[config.mk]
export PLATFORM = sky130hd
export DESIGN_NAME = arith_shift_sequencer
export DESIGN_NICKNAME = d
export VERILOG_FILES = /design/src/rtl/arith_shift_sequencer.sv
export SDC_FILE = /design/constraint.sdc
export NUM_CORES = 1
export LEC_CHECK = 0
export ABC_AREA = 1
export BUFFER_PORTS_ARGS = -buffer_cell sky130_fd_sc_hd__clkbuf_2
export CAP_MARGIN = 20
export CORE_MARGIN = 3
export CORE_UTILIZATION = 49
export CTS_CLUSTER_DIAMETER = 100
export DETAILED_ROUTE_END_ITERATION = 6
export PLACE_DENSITY = 0.75
export SLEW_MARGIN = 20
export SYNTH_ARGS = -nofsm -noshare
export SYNTH_HDL_FRONTEND = slang
export SYNTH_HIERARCHICAL = 1
export SYNTH_SLANG_ARGS = --single-unit
[constraint.sdc]
create_clock -name clk -period 1.24 [get_ports clk]
set_input_delay 0.124 -clock clk [delete_from_list [all_inputs] [get_ports clk]]
set_output_delay 0.124 -clock clk [all_outputs]
set_load 0.02 [all_outputs]
[src/rtl/arith_shift_sequencer.sv]
// arith_shift_sequencer
//
// Performs an arithmetic right shift of any amount by iterating a single
// 0..3-bit arithmetic right-shift stage. The working operand is held in a
// register and the stage control is driven each cycle, so the result is
// floor(x / 2^amt) in two's complement. Amounts of N or more are clamped to
// N, which yields an all-sign-bit result.
//
// Parameters:
//   N   data width in bits (N >= 4)
//   AW  width of the shift-amount input
//
// Ports:
//   clk        clock, rising edge
//   rst_n      asynchronous active-low reset
//   in_valid   producer offers operand and amount
//   in_ready   block can accept (IDLE only)
//   in_data    signed operand, sampled at accept
//   in_amt     unsigned shift amount, sampled at accept
//   out_valid  result available (DONE only)
//   out_ready  consumer accepts result
//   out_data   signed result, registered, held until the next result
//   busy       high while shifting or holding a result
//
// Optional build macro:
//   ARITH_SHIFT_ROUND_EN  round half up: the last bit shifted out is added
//                         to the result when it is written, giving
//                         floor(x / 2^amt + 0.5). No rounding for amt = 0.

module arith_shift_stage #(
    parameter int N = 8
) (
    input  logic signed [N-1:0] d,
    input  logic        [1:0]   sh,
    output logic signed [N-1:0] q
);
    assign q = d >>> sh;
endmodule

module arith_shift_sequencer #(
    parameter int N  = 8,
    parameter int AW = 4
) (
    input  logic                clk,
    input  logic                rst_n,
    input  logic                in_valid,
    output logic                in_ready,
    input  logic signed [N-1:0] in_data,
    input  logic [AW-1:0]       in_amt,
    output logic                out_valid,
    input  logic                out_ready,
    output logic signed [N-1:0] out_data,
    output logic                busy
);
    // rem must hold the clamped amount, which can be N itself
    localparam int RW = $clog2(N + 1);

    typedef enum logic [1:0] {IDLE, SHIFT, DONE} state_t;

    state_t              state, next_state;
    logic signed [N-1:0] work;
    logic signed [N-1:0] shift_q;
    logic [RW-1:0]       rem;
    logic [RW-1:0]       eff;
    logic [1:0]          step;
    logic                last_step;
    logic                accept;

    function automatic logic [RW-1:0] clamp_amt(input logic [AW-1:0] a);
        if (32'(a) >= N) return RW'(N);
        else             return RW'(a);
    endfunction

`ifdef ARITH_SHIFT_ROUND_EN
    // Bit s-1 of the pre-step value is the last bit the step discards.
    function automatic logic lost_bit(input logic signed [N-1:0] v,
                                      input logic [1:0]          s);
        case (s)
            2'd1:    return v[0];
            2'd2:    return v[1];
            2'd3:    return v[2];
            default: return 1'b0;
        endcase
    endfunction

    function automatic logic signed [N-1:0] round_up(input logic signed [N-1:0] v,
                                                     input logic                b);
        // Cannot overflow: after a shift of at least one bit the positive
        // range has headroom for +1.
        return v + $signed({{(N-1){1'b0}}, b});
    endfunction
`endif

    assign eff       = clamp_amt(in_amt);
    assign step      = (rem >= RW'(3)) ? 2'd3 : rem[1:0];
    assign last_step = (rem <= RW'(3));

    arith_shift_stage #(.N(N)) u_stage (
        .d  (work),
        .sh (step),
        .q  (shift_q)
    );

    always_ff @(posedge clk or negedge rst_n) begin
        if (!rst_n) state <= IDLE;
        else        state <= next_state;
    end

    always_comb begin
        next_state = state;
        in_ready   = 1'b0;
        out_valid  = 1'b0;
        busy       = 1'b0;
        accept     = 1'b0;
        case (state)
            IDLE: begin
                in_ready = 1'b1;
                if (in_valid) begin
                    accept     = 1'b1;
                    next_state = (eff == '0) ? DONE : SHIFT;
                end
            end
            SHIFT: begin
                busy = 1'b1;
                if (last_step) next_state = DONE;
            end
            DONE: begin
                busy      = 1'b1;
                out_valid = 1'b1;
                if (out_ready) next_state = IDLE;
            end
            default: next_state = IDLE;
        endcase
    end

    // Working register, remaining count and result register. The result is
    // written only on entry to DONE, so it stays stable through backpressure
    // and after the handshake.
    always_ff @(posedge clk or negedge rst_n) begin
        if (!rst_n) begin
            work     <= '0;
            rem      <= '0;
            out_data <= '0;
        end else if (accept) begin
            work <= in_data;
            rem  <= eff;
            if (eff == '0) out_data <= in_data;
        end else if (state == SHIFT) begin
            work <= shift_q;
            rem  <= rem - RW'(step);
            if (last_step) begin
`ifdef ARITH_SHIFT_ROUND_EN
                out_data <= round_up(shift_q, lost_bit(work, step));
`else
                out_data <= shift_q;
`endif
            end
        end
    end

endmodule

==> results.py <==
metrics = {
    "power_and_ir_drop": {
        "power_frac_clock": 0.086,
        "ir_drop_mv": 2.57,
        "p_seq_frac": 0.201,
        "pwr_density_cell_nw_per_um2": 3110,
        "combPwrFrac": 0.713,
        "swShare": 0.495,
        "power_switching_mw": 3.29,
        "p_int_mw": 3.35,
        "total_power_mw": 6.64,
        "power.static_leakage_nw": 1.10,
    },
    "worst_setup_path": {
        "crit_top_cell": "nand2_2",
        "r2r_slack_ns": -0.21,
        "cp_max_fo": 6,
        "crit_type": "reg -> reg",
        "arrival_ns": 1.67,
        "cp_cell_sequence": "inv_2, ha_4, nand2_8, buf_12, nand2_2, nand2_2, nand3_1, nand2_1",
        "critical_path.top_delay_family": "flip-flops",
        "r2r_start": "state[0]",
        "cpPeakStageDelay_ns": 0.47,
        "startpoint_type": "register",
        "startpoint": "state[0]",
        "cp_num_buf_inv": 2,
        "cp-end-kind": "register",
        "slowest_stage": "dfrtp_2",
        "required_ns": 1.46,
    },
    "sta": {
        "layout_setup_ws_ns": -0.209,
        "slew_violations": 0,
        "slew_headroom": 0.632,
        "fin_crit_sh": 1.17,
        "setup_viol": 25,
        "max_freq_mhz": 690,
        "final_hold_viol_count": 0,
        "rsz0062_at_grt": "yes",
        "max_slew.worst_pin.slew_ns": 0.552,
        "skew_ns": 0.00151,
        "fin_crit_ns": 1.45,
    },
    "detailed_routing": {
        "ant_nets": 0,
        "routed_wirelength_um": 4120,
        "first_iter_violations": 85,
        "drt_pass1_iterations": 4,
        "vias": 1514,
        "routedWlPerCell_um": 14.8,
        "viasPerCell": 5.45,
        "remaining_drc_errors": 0,
    },
    "yosys": {
        "syn_area_um2": 1400,
        "yosys-top-cells-area": "dfrtp_1, nand2_1, nand3_1",
        "yosysWarnings": 6,
        "syn_inst": 197,
        "yosysUniqueCellTypes": 20,
        "syn-num-nets": 217,
        "ys_ff_latch": 22,
        "seq_area_frac_synth": 0.394,
        "yosys.area.top_type": "dfrtp_1",
        "synth_top_area_frac": 0.394,
        "synth.avg_cell_area_um2": 7.09,
    },
    "layout": {
        "drive_above_1_share": 0.500,
        "areaGrowthSynthToFinish_pct": 52.6,
        "fin_cells": 278,
        "num-fill-cells": 151,
        "diodes": 0,
        "final_nets": 269,
        "final_core_util": 0.823,
    },
    "min_path": {
        "hp-class": "in -> reg",
        "worstHoldStart": "in_data[3]",
    },
    "clock_tree": {
        "clock-root-buffer": "clkbuf_4",
        "cts-htree-levels": 1,
        "cts_made_buffers": 3,
        "cts_tree": "built",
        "clock-sinks": 22,
        "clkTransAtPathRegs_ns": 0.13,
        "cts_buffer_depth": 2,
        "clkLatencyLatePin_ns": 0.32,
    },
    "place": {
        "place_ws_ns": -0.169,
        "gp_congestion": 0.930,
        "dp_hpwl_um": 2430,
        "dp_cells": 265,
        "io_buffers": 26,
    },
    "global_route": {
        "grt_pass1_vias": 1375,
        "grt_pass1_wl_um": 5900,
        "grt_use_total": 0.217,
        "antenna_found_initial": 0,
        "grt_overflow": 0,
        "grt_max_degree": 23,
    },
    "floorplan": {
        "ioPinCount": 27,
        "dieArea_um2": 3530,
        "fp.dieH_um": 59.4,
        "start_util": 0.539,
        "rows": 18,
        "design.core.area_um2": 2590,
        "die_w_um": 59.4,
    },
    "flow_run": {
        "cap_violations": 0,
    },
    "run_status": {
        "outcome": "finished, violations left",
        "violations": "negative setup slack",
    },
}
==> per-stage QoR <==
step	hold slack (ns)	area (um2)	TNS (ns)
floorplan	-0.172	1470	-0.646
CTS	0.0470	1920	-1.76
finish	0.0536	2130	-3.01
detailed placement	0.134	1730	-2.84
global placement	0.119	1730	-2.01
global route	0.0613	2130	-4.60
==> synth_stat cells, drive strengths merged <==
| library cell | instances |
|---|---|
| o211ai | 1 |
| inv | 22 |
| a31oi | 8 |
| a21oi | 2 |
| nand2 | 90 |
| nand3 | 23 |
| ha | 4 |
| nor2 | 14 |
| o21ai | 5 |
| buf | 5 |
| clkinv | 1 |
| dfrtp | 22 |
==> cell type report <==
cell class | count | area [um2] | share of cell area
Clock inverter | 1 | 30.0 | 0.0141
Tap cell | 30 | 37.5 | 0.0176
Clock buffer | 3 | 22.5 | 0.0106
Timing Repair inverter | 1 | 8.76 | 0.00411
Inverter | 23 | 121 | 0.0570
Timing Repair Buffer | 48 | 370 | 0.174
Multi-Input combinational cell | 150 | 988 | 0.464
Sequential cell | 22 | 552 | 0.259
==> metal layers <==
layer,wire length [um],up-vias,global-route usage
met5,0,-,0
met4,136,0,0.0421
met3,186,15,0.0458
met2,2110,52,0.348
met1,1690,716,0.303
li1,-,731,-
==> worst min-delay path, cell delays in order <==
cell and delay [ns]:
clkbuf_2 0.08, nand2_1 0.07, a31oi_1 0.07
==> worst paths after layout <==
kind / endpoint / cells past startpoint
hold / removal: work[3] / 3
min in group asynchronous: out_data[6] / 2
hold reg to reg: out_data[0] / 2
setup reg to reg: out_data[2] / 8
setup / recovery: out_data[2] / 8
max in group asynchronous: state[0] / 2
==> cell usage in the layout, fill, tap and decap left out <==
cell	instances
buf_6	5
buf_8	2
o21ai_0	1
nand2_4	10
bufinv_16	1
nand2_2	25
dlygate4sd3_1	1
inv_6	2
inv_1	7
nand3_1	16
dfrtp_1	21
o21ai_1	3
a21oi_1	1
nor2_4	1
nand2_1	53
buf_4	14
clkbuf_4	3
ha_4	4
clkinv_8	2
o21ai_4	1
clkbuf_8	1
a31oi_1	8
inv_4	2
nand3_2	7
nor2_2	1
clkbuf_2	23
nor2_1	12
a21oi_2	1
inv_2	11
buf_12	2
nand2_8	5
o211ai_1	1
dfrtp_2	1
==> sequential cells by signal, summed over array words and instances (netlist names) <==
register  cells
rem           4
work          8
state         2
out_data      8
==> power by group through the flow <==
stage / registers, mW / logic, mW / clock network [mW]
2_1_floorplan: 1.44 / 2.37 / 0
3_5_place_dp: 1.32 / 3.35 / 0
6_report: 1.34 / 4.73 / 0.571
5_1_grt: 1.38 / 5.17 / 0.599
3_3_place_gp: 1.30 / 3.30 / 0
4_1_cts: 1.30 / 3.83 / 0.563
==> what timing repair did <==
action,in CTS,in global routing
pin swaps,7,16
endpoints found under the setup margin,25,25
gates cloned,0,4
endpoints found under the hold margin,22,0
hold buffers,1,0
buffers inserted,2,2
resized for setup,29,43
==> kinds of logic (layout without fill, tap and decap cells) <==
| logic type | Yosys count | in the layout | share of synthesized area |
|---|---|---|---|
| buffers and inverters | 28 | 76 | 0.0995 |
| DFF | 22 | 22 | 0.394 |
| AOI/OAI and AO/OA | 16 | 16 | 0.0744 |
| adders and majority gates | 4 | 4 | 0.0358 |
| and+or+nand+nor | 127 | 130 | 0.396 |
No activity file was read; power rests on OpenSTA's default activity.
